## src/rtl/axis_frame_source.sv

```systemverilog
`default_nettype none
// ============================================================================
//  Module   : axis_frame_source
//  Purpose  : AXI-Stream master that streams one frame of preloaded words
//             from a small internal buffer, ending the frame with tlast.
//  Revision : 1.0 - initial release
// ============================================================================
module axis_frame_source #(
    parameter int C_M00_AXIS_TDATA_WIDTH = 32,
    parameter int C_FRAME_DEPTH          = 16,
    parameter int C_ADDR_WIDTH           = 4
) (
    input  logic                                  m00_axis_aclk,
    input  logic                                  m00_axis_areset,
    input  logic                                  wr_en,
    input  logic [C_ADDR_WIDTH-1:0]               wr_addr,
    input  logic [C_M00_AXIS_TDATA_WIDTH-1:0]     wr_data,
    input  logic [C_ADDR_WIDTH:0]                 frame_len,
    input  logic                                  start,
    output logic                                  busy,
    output logic                                  done,
    output logic [15:0]                           frame_count,
    output logic                                  m00_axis_tvalid,
    output logic [C_M00_AXIS_TDATA_WIDTH-1:0]     m00_axis_tdata,
    output logic [C_M00_AXIS_TDATA_WIDTH/8-1:0]   m00_axis_tstrb,
    output logic                                  m00_axis_tlast,
    input  logic                                  m00_axis_tready
);

    typedef enum logic [1:0] {
        ST_IDLE = 2'd0,
        ST_SEND = 2'd1,
        ST_FIN  = 2'd2
    } state_t;

    localparam logic [C_ADDR_WIDTH:0] c_depth = (C_ADDR_WIDTH+1)'(C_FRAME_DEPTH);

    state_t                              r_state;
    logic [C_M00_AXIS_TDATA_WIDTH-1:0]   r_buf [C_FRAME_DEPTH];
    logic [C_ADDR_WIDTH-1:0]             r_idx;
    logic [C_ADDR_WIDTH-1:0]             r_last_idx;
    logic                                r_tvalid;
    logic                                r_tlast;
    logic [C_M00_AXIS_TDATA_WIDTH-1:0]   r_tdata;
    logic                                r_busy;
    logic                                r_done;
    logic [15:0]                         r_frame_count;

    logic                                w_buf_we;
    logic [C_ADDR_WIDTH:0]               w_len_clamped;
    logic [C_ADDR_WIDTH-1:0]             w_last_idx;
    logic [C_ADDR_WIDTH-1:0]             w_next_idx;
    logic [C_M00_AXIS_TDATA_WIDTH-1:0]   w_first_word;

    // Writes only land while idle so an in-flight frame cannot be corrupted.
    assign w_buf_we      = wr_en && (r_state == ST_IDLE);
    assign w_len_clamped = (frame_len > c_depth) ? c_depth : frame_len;
    assign w_last_idx    = C_ADDR_WIDTH'(w_len_clamped - 1);
    assign w_next_idx    = r_idx + C_ADDR_WIDTH'(1);
    // A write to word 0 in the start cycle must be visible in the first beat.
    assign w_first_word  = (w_buf_we && (wr_addr == '0)) ? wr_data : r_buf[0];

    // Frame buffer: plain storage, deliberately not reset so contents survive.
    always_ff @(posedge m00_axis_aclk) begin
        if (w_buf_we) begin
            r_buf[wr_addr] <= wr_data;
        end
    end

    // Frame sequencer with registered AXIS outputs and status.
    always_ff @(posedge m00_axis_aclk or posedge m00_axis_areset) begin
        if (m00_axis_areset) begin
            r_state       <= ST_IDLE;
            r_idx         <= '0;
            r_last_idx    <= '0;
            r_tvalid      <= 1'b0;
            r_tlast       <= 1'b0;
            r_tdata       <= '0;
            r_busy        <= 1'b0;
            r_done        <= 1'b0;
            r_frame_count <= 16'd0;
        end else begin
            r_done <= 1'b0;
            case (r_state)
                ST_IDLE: begin
                    if (start) begin
                        if (frame_len == '0) begin
                            r_state       <= ST_FIN;
                            r_done        <= 1'b1;
                            r_frame_count <= r_frame_count + 16'd1;
                        end else begin
                            r_state    <= ST_SEND;
                            r_idx      <= '0;
                            r_last_idx <= w_last_idx;
                            r_tdata    <= w_first_word;
                            r_tlast    <= (w_last_idx == '0);
                            r_tvalid   <= 1'b1;
                            r_busy     <= 1'b1;
                        end
                    end
                end
                ST_SEND: begin
                    if (r_tvalid && m00_axis_tready) begin
                        if (r_tlast) begin
                            r_state       <= ST_FIN;
                            r_tvalid      <= 1'b0;
                            r_tlast       <= 1'b0;
                            r_busy        <= 1'b0;
                            r_done        <= 1'b1;
                            r_frame_count <= r_frame_count + 16'd1;
                        end else begin
                            r_idx   <= w_next_idx;
                            r_tdata <= r_buf[w_next_idx];
                            r_tlast <= (w_next_idx == r_last_idx);
                        end
                    end
                end
                ST_FIN: begin
                    r_state <= ST_IDLE;
                end
                default: begin
                    r_state <= ST_IDLE;
                end
            endcase
        end
    end

    assign busy            = r_busy;
    assign done            = r_done;
    assign frame_count     = r_frame_count;
    assign m00_axis_tvalid = r_tvalid;
    assign m00_axis_tdata  = r_tdata;
    assign m00_axis_tlast  = r_tlast;
    assign m00_axis_tstrb  = '1;

endmodule
`default_nettype wire

```

## config.mk

```make
export PLATFORM = sky130hd
export DESIGN_NAME = axis_frame_source
export DESIGN_NICKNAME = d
export VERILOG_FILES = /design/src/rtl/axis_frame_source.sv
export SDC_FILE = /design/constraint.sdc
export NUM_CORES = 1
export LEC_CHECK = 0
export CORE_AREA = 2 2 216 218
export DETAILED_ROUTE_END_ITERATION = 10
export DIE_AREA = 0 0 218 220
export HOLD_SLACK_MARGIN = 0.12
export PLACE_DENSITY = 0.67
export SYNTH_ARGS = -nofsm -noshare
export SYNTH_HDL_FRONTEND = slang
export SYNTH_SLANG_ARGS = --single-unit
```

## constraint.sdc

```tcl
create_clock -name m00_axis_aclk -period 9.34 [get_ports m00_axis_aclk]
set_input_delay 2.802 -clock m00_axis_aclk [delete_from_list [all_inputs] [get_ports m00_axis_aclk]]
set_output_delay 2.802 -clock m00_axis_aclk [all_outputs]
set_load 0.02 [all_outputs]
```

# Word level (Yosys, flattened, before mapping)
# Memory sizes are Yosys's and may differ from the RTL's.
# Cells that the tools add are included.
# W data, S select, Z words.
[totals]
n_memories = 1
output_inout_bits = 56
input_bits = 46
elab_cells = 75
regBits = 61
ramBits = 512
[op_classes]
reduce_logical = 14
addsub = 3
eq_ne = 8
magnitude_cmp = 1
muxes = 39
n_bitwise = 1
[mem_list]
columns = ["name", "words", "word_bits", "read_ports", "rd_ports_with_merged_regs", "write_ports", "line_no", "source"]
rows = [
  ["r_buf", 16, 32, 2, 0, 1, "39", "logic [C_M00_AXIS_TDATA_WIDTH-1:0] r_buf [C_FRAME_DEPTH];"],
]
[ops]
columns = ["op", "count"]
rows = [
  ["$mux W32", 5],
  ["$mux W16", 4],
  ["$pmux W32 S2", 1],
  ["$pmux W16 S2", 1],
  ["$mux W4", 5],
  ["$add A16 B1 Y16 const B", 1],
  ["$reduce_and A5 Y1", 3],
  ["$mux W1", 14],
  ["$ne A2 B2 Y1 const B", 5],
  ["$logic_not A4 Y1", 2],
  ["$mux W2", 4],
  ["$pmux W4 S2", 1],
  ["$pmux W1 S2", 3],
  ["$reduce_and A3 Y1", 2],
  ["$gt A5 B5 Y1 const B", 1],
  ["$logic_not A5 Y1", 1],
  ["$add A4 B1 Y4 const B", 1],
  ["$eq A4 B4 Y1", 1],
  ["$pmux W2 S2", 1],
  ["$reduce_and A4 Y1", 1],
  ["$sub A4 B1 Y4 const B", 1],
  ["$logic_and A1 B1 Y1", 3],
  ["$eq A2 B1 Y1 const B", 1],
  ["$logic_not A2 Y1", 1],
  ["3 further kinds", 3],
]

# Logic depth before layout (Yosys ltp)
# Gate-level depths: netlist of the first run.
[depth]
depth_word = 7
mapped_depth = 9
depth_no_buf = 8

# Least setup slack after synthesis of the first run
# Ideal clock, no wire load.
[synth_path]
path_type = "input -> register"
startpoint = "input wr_addr[1]"
endpoint = "memory r_buf[12][0] (enable)"
n_path_buf = 0
path_stages = 2
required_ps = 8879
slack_ps = 3317
setup_time_ps = 461
arrival_time_ps = 5562
cell_sequence = "or4b_4 -> nor3_1"
[synth_lines]
columns = ["item", "line_no", "source"]
rows = [
  ["from (decl)", "16", "input logic [C_ADDR_WIDTH-1:0] wr_addr,"],
  ["to (decl)", "39", ""],
]
# No word-level cell before the write port.

# Worst setup path after layout of the first run
[layout_path]
startpoint = "input wr_en"
endpoint = "register r_tdata[0], in the netlist m00_axis_tdata[0]"
[layout_via]
elab_chain_len = 6
[layout_lines]
columns = ["item", "line_no", "source"]
rows = [
  ["from (decl)", "15", "input logic wr_en,"],
  ["$logic_and A1 B1 Y1", "56", "assign w_buf_we = wr_en && (r_state == ST_IDLE);"],
  ["$logic_and A1 B1 Y1", "61", "assign w_first_word = (w_buf_we && (wr_addr == '0)) ? wr_data : r_buf[0];"],
  ["$mux W32", "61", ""],
  ["$mux W32", "87", "if (frame_len == '0) begin"],
  ["$mux W32", "86", "if (start) begin"],
  ["$pmux W32 S2", "84", "case (r_state)"],
  ["to (signal assigned)", "95", "r_tdata <= w_first_word;"],
  ["to (signal assigned)", "113", "r_tdata <= r_buf[w_next_idx];"],
  ["to (decl)", "44", "logic [C_M00_AXIS_TDATA_WIDTH-1:0] r_tdata;"],
]
# Every way passes these cells. The select of a mux whose other input is x is not followed.
# A chain may end at the register's enable or synchronous reset.

==> metrics.cfg, run 1 <==
[run_status]
run_status=complete, no violations

[timing]
finalSetupViolCount=0
fin_crit_sh_pct=63.6
hold_viol=0
slew_headroom_pct=16.4
finalCriticalPeriod_ps=5940
clock.fmax_mhz=168
rsz0062_at_grt=no
slew_viol_final=0
fin_tns_setup_ps=0
tightest_slew_ps=1250
skew_ps=20.2

[die]
initial_core_util_pct=49.2
coreArea_mm2=0.0459
die_y_um=220
rows=79
die_w_um=218
pin_count=102
die-area_mm2=0.0480

[drt]
firstDrtPassIters=5
viasPerCell=5.97
drtIter0Drc=1182
vias=11900
drt-total-wl_um=50500
antenna_left=0
wl_per_cell_um=25.2
drc=0

[synth]
synth_simple_gate_area_share_pct=6.60
ys_ff_latch=573
ys_seq_area_share_pct=74.8
synth_top_flop_cell=edfxtp_1
synthXorXnorAreaFrac_pct=0.969
synthAdderAreaFrac_pct=0.222
synth_compound_area_share_pct=2.74
yosys.area.top_type_share_pct=68.1
yosysTopAreaCell=edfxtp_1
yosysWarnings=0
synth_edf_count=512
synth_top_family_by_area=multiplexers
async_reset_ff_share_pct=10.6
synth.avg_cell_area_um2=18.3
syn_inst=1237
ys_types=40
syn_area_mm2=0.0226
synth_area_leaders=edfxtp_1 68%, mux4_2 13%, dfrtp_1 6.8%, nand2_1 3.4%, nand3_1 1.5%
synthMuxAreaShare_pct=13.0

[place]
place_congestion=0.782
port_buffers=97
dp_hpwl_um=24300

[job]
cap_viol_max_count=0

[worst_setup_path]
critPathMaxStageDelay_ps=710
crit_chain=clkdlybuf4s50_1 > or4b_4 > or4_2 > buf_4 > inv_2 > buf_4 > nand2_1 > a31oi_1 > a32o_1
crit_required_ps=9860
crit_arrival_ps=6460
slowest_stage=inv_2
endpoint_kind=flop
crit_top_cell=buf_4
crit_fanout=37
crit_type=in2reg
start_kind=input pin

[clock_tree]
clock-sinks=573
cts_tree=done
cts_resized=0
postCtsSetupRepairBufs=0
cts_hold_buf=0
clkSlewWorstSetupHoldPaths_ps=60
h-tree-depth=2
cts_buffers=56
clock-root-buffer=clkbuf_16
clk_path_buf_depth=3
clock_latency_ps=610

[finish]
drive_gt1_share_pct=19.4
layout.area.seq_mm2=0.0169
antenna_cells=0
fillCellCount=3475
multiInputGateArea_mm2=0.00548
area_growth_syn_to_layout_pct=15.6
layout.nets=1396

[power]
powerDensity_mw_per_mm2=284
irDropWorstVdd_mv=0.173
leakagePower_uw=0.00854
p_total_uw=7420

[grt]
grtUsageTotal_pct=21.5
antenna_found_initial=0
overflow=0
grt_pass1_vias=12100
grt_pass1_wl_um=75700
grt_max_degree=100

[worst_hold_path]
hp-class=reg2reg

[routing by layer]
layer	part of all wire, %	vias to the layer above	GRT usage [%]
met3	6.9	65	3.23
met2	49	420	34.5
li1	-	5118	-
met5	0	-	0
met4	1.9	0	6.01
met1	43	6336	31.0
[cell families after synthesis]
kind of cell    count (synthesis)
simple gates                  341
flops                         573
compound gates                 80
mux                           132
other cells                     1
fa+ha+maj                       4
buf+inv                        81
xor+xnor                       25
[cells in the mapped netlist (all sizes together), types with 6 or more instances]
library cell / number
edfxtp: 512
nand2: 205
mux4: 128
nand3: 68
dfrtp: 61
clkbuf: 46
a31oi: 33
a32o: 32
buf: 31
nor2: 28
xnor2: 14
xor2: 11
nor3: 9
nand2b: 7
nand4: 6
[cell type report]
type,instances,share of cell area (%)
Clock buffer,73,5.85
Clock inverter,33,0.906
Inverter,4,0.0623
Multi-Input combinational cell,586,21.0
Timing Repair Buffer,125,4.57
Sequential cell,573,64.7
Tap cell,607,2.91
[critical path, delay by kind of cell]
kind            cells  cell delay (ps)
buf+inv             4             2050
simple gates        3             1190
compound gates      2              380
[sequential cells by signal (all words and copies together), names as in the netlist]
register	count
done	1
r_idx	4
r_buf	512
busy	1
frame_count	16
r_last_idx	4
m00_axis_tlast	1
m00_axis_tdata	32
r_state	2
[report_power, final]
part           switching (uW)  internal (uW)  leakage (uW)
clock network             933           1230      0.000870
registers                 118           2940       0.00538
logic                    1180           1020       0.00229
total                    2230           5190       0.00854
[path summary, 6_finish.rpt]
check,endpoint,slack (ps),cells past startpoint,startpoint
setup / recovery,m00_axis_tdata[0],3400,9,wr_en
hold / removal,frame_count[15],470,1,frame_count[15]
setup reg to reg,m00_axis_tdata[0],5580,8,r_state[1]
hold reg to reg,frame_count[15],470,1,frame_count[15]
max in group asynchronous,r_idx[0],5750,3,m00_axis_areset
min in group asynchronous,m00_axis_tdata[1],2850,3,m00_axis_areset
[through the flow]
stage | hold slack, ps | setup WS, ps | instance area, um^2 | instances | util (%)
after CTS | 476 | 3400 | 26100 | 2001 | 56.9
after floorplan | 475 | 3320 | 22600 | 1240 | -
after global placement | 460 | 2860 | 24400 | 1895 | 53.1
after detailed placement | 464 | 2780 | 24400 | 1895 | 53.1
after global routing | 504 | 3260 | 26100 | 2001 | 56.9
final | 474 | 3400 | 26100 | 2001 | 56.9
[placed cells by master, fill, tap and decap left out, types with 6 or more instances in the layout]
cell,instances
clkbuf_16,57
edfxtp_1,512
nor2_4,10
nand2_1,205
nand3_1,68
clkinv_2,13
nand2b_1,6
a32o_1,32
dfrtp_1,60
nand4_1,6
nor3_2,6
clkdlybuf4s50_1,97
a31oi_1,33
buf_4,27
clkinv_1,14
mux4_2,128
xnor2_1,13
clkbuf_1,12
nor2_1,18
xor2_1,10
(Power assumes the default switching activity.)
==> run 2: changes to the inputs <==
--- a/config.mk
+++ b/config.mk
@@ -9,7 +9,7 @@
 export DETAILED_ROUTE_END_ITERATION = 10
 export DIE_AREA = 0 0 218 220
 export HOLD_SLACK_MARGIN = 0.12
-export PLACE_DENSITY = 0.67
+export PLACE_DENSITY = 0.7
 export SYNTH_ARGS = -nofsm -noshare
 export SYNTH_HDL_FRONTEND = slang
 export SYNTH_SLANG_ARGS = --single-unit
==> constraint.sdc (replaced) <==
create_clock -name m00_axis_aclk -period 5.3 [get_ports m00_axis_aclk]
set_input_delay 1.59 -clock m00_axis_aclk [delete_from_list [all_inputs] [get_ports m00_axis_aclk]]
set_output_delay 1.59 -clock m00_axis_aclk [all_outputs]
set_load 0.02 [all_outputs]
==> metrics.cfg, run 2 (synthesis results as in run 1) <==
[run_status]
run_status=complete, no violations  ; unchanged

[drt]
wl_per_cell_um=26.0  ; was 25.2 um
vias=12200  ; was 11900
drc=0  ; unchanged
firstDrtPassIters=5  ; unchanged
viasPerCell=6.07  ; was 5.97
antenna_left=0  ; unchanged
drt-total-wl_um=52200  ; was 50500 um
drtIter0Drc=1333  ; was 1182

[clock_tree]
cts_resized=0  ; unchanged
cts_buffers=56  ; unchanged
clkSlewWorstSetupHoldPaths_ps=60  ; about the same
cts_hold_buf=0  ; unchanged
clock_latency_ps=600  ; was 610 ps
clock-sinks=573  ; unchanged
h-tree-depth=2  ; unchanged
clock-root-buffer=clkbuf_16  ; unchanged
postCtsSetupRepairBufs=0  ; unchanged
cts_tree=done  ; unchanged
clk_path_buf_depth=3  ; unchanged

[grt]
overflow=0  ; unchanged
antenna_found_initial=4  ; was 0
grt_pass1_vias=12300  ; was 12100
grtUsageTotal_pct=22.2  ; was 21.5%
grt_max_degree=70  ; was 100
grt_pass1_wl_um=77800  ; was 75700 um

[timing]
setup_ws_ps=1460  ; was 3400 ps
clock.fmax_mhz=261
finalSetupViolCount=0  ; unchanged
fin_tns_setup_ps=0  ; unchanged
finalCriticalPeriod_ps=3840
slew_viol_final=0  ; unchanged
slew_headroom_pct=29.7  ; was 16.4%
skew_ps=13.4  ; was 20.2 ps
rsz0062_at_grt=no  ; unchanged
hold_viol=0  ; unchanged
tightest_slew_ps=1050  ; was 1250 ps
fin_crit_sh_pct=72.4

[die]
pin_count=102  ; unchanged
rows=79  ; unchanged
die_w_um=218  ; unchanged
die-area_mm2=0.0480  ; unchanged
initial_core_util_pct=49.2  ; unchanged
coreArea_mm2=0.0459  ; unchanged
die_y_um=220  ; unchanged

[worst_setup_path]
crit_type=in2reg  ; unchanged
start_kind=input pin  ; unchanged
crit_arrival_ps=4370  ; was 6460 ps
crit_fanout=21  ; was 37
crit_required_ps=5830  ; was 9860 ps
endpoint_kind=flop  ; unchanged

[place]
dp_hpwl_um=25900  ; was 24300 um
place_ws_ps=871  ; was 2780 ps
port_buffers=97  ; unchanged
placed_area_mm2=0.0244  ; about the same
place_congestion=0.736  ; was 0.782

[finish]
layout_common_cells=512 x edfxtp_1, 205 x nand2_1, 128 x mux4_2  ; unchanged
final_common_cell=edfxtp_1  ; unchanged
regMostFlops=r_buf  ; unchanged
layout.nets=1399  ; was 1396
drive_gt1_share_pct=19.2  ; was 19.4%
largest_register_ffs=512  ; unchanged
area_growth_syn_to_layout_pct=15.9  ; was 15.6%
final_cell_area_mm2=0.0262  ; was 0.0261 mm^2

[worst_hold_path]
hp-class=reg2reg  ; unchanged

[power]
irDropWorstVdd_mv=0.367  ; was 0.173 mV
leakagePower_uw=0.00855  ; was 0.00854 uW
powerDensity_mw_per_mm2=500  ; was 284 mW/mm^2

[job]
cap_viol_max_count=0  ; unchanged

run 2: changes by cell type in the layout (fill, tap and decap cells not counted), sizes merged:
cell / before / now
buf: 28 / 31
clkbuf: 73 / 79
diode: 0 / 3
inv: 5 / 3
clkinv: 28 / 23
bufinv: 3 / 2
run 2: path summary, 6_finish.rpt:
| path | from | to | slack [ps] | cells after the start |
|---|---|---|---|---|
| min in group asynchronous | m00_axis_areset | m00_axis_tlast | 1440 | 2 |
| max | wr_en | m00_axis_tdata[27] | 1460 | 8 |
| max in group asynchronous | m00_axis_areset | m00_axis_tdata[11] | 2930 | 3 |
| min reg2reg | frame_count[15] | frame_count[15] | 470 | 1 |
| min | frame_count[15] | frame_count[15] | 470 | 1 |
| max reg2reg | r_idx[0] | m00_axis_tdata[14] | 1980 | 6 |
run 2: cell type report:
type,instances,area (um^2)
diodes,3,7.51
clock buffers,79,1560
clock inverters,25,161
fillers,3397,19700
inverters,4,16.3
multi-input cells,586,5480
flip-flops and latches,573,16900
well taps,607,759
repair buffers,128,1290
run 2: per-stage QoR:
stage	util, %	hold WS, ps	instances	total power, uW
2_1_floorplan	-	475	1240	8170
3_3_place_gp	53.3	466	1898	9380
3_5_place_dp	53.3	461	1898	9460
4_1_cts	57.1	473	2002	13200
5_1_grt	57.1	489	2004	13700
6_report	57.1	469	2005	13100
run 2: critical path, stage by stage:
cell and delay [ps]:
clkdlybuf4s50_1 510, or4b_4 520, or4_2 600, inv_2 390, buf_12 240, nand2_1 70
a31oi_1 220, a32o_1 210
run 2: where the power goes:
group,switching [uW],internal [uW]
Combinational,2090,1820
Clock,1620,2130
Sequential,260,5180
Total,3960,9130
run 2: metal layers:
layer	vias up	track usage [%]	share of wire [%]
li1	5127	-	-
met1	6383	31.2	41
met2	543	35.0	48
met3	104	4.21	7.9
met4	4	8.28	2.9
met5	-	0	0.048
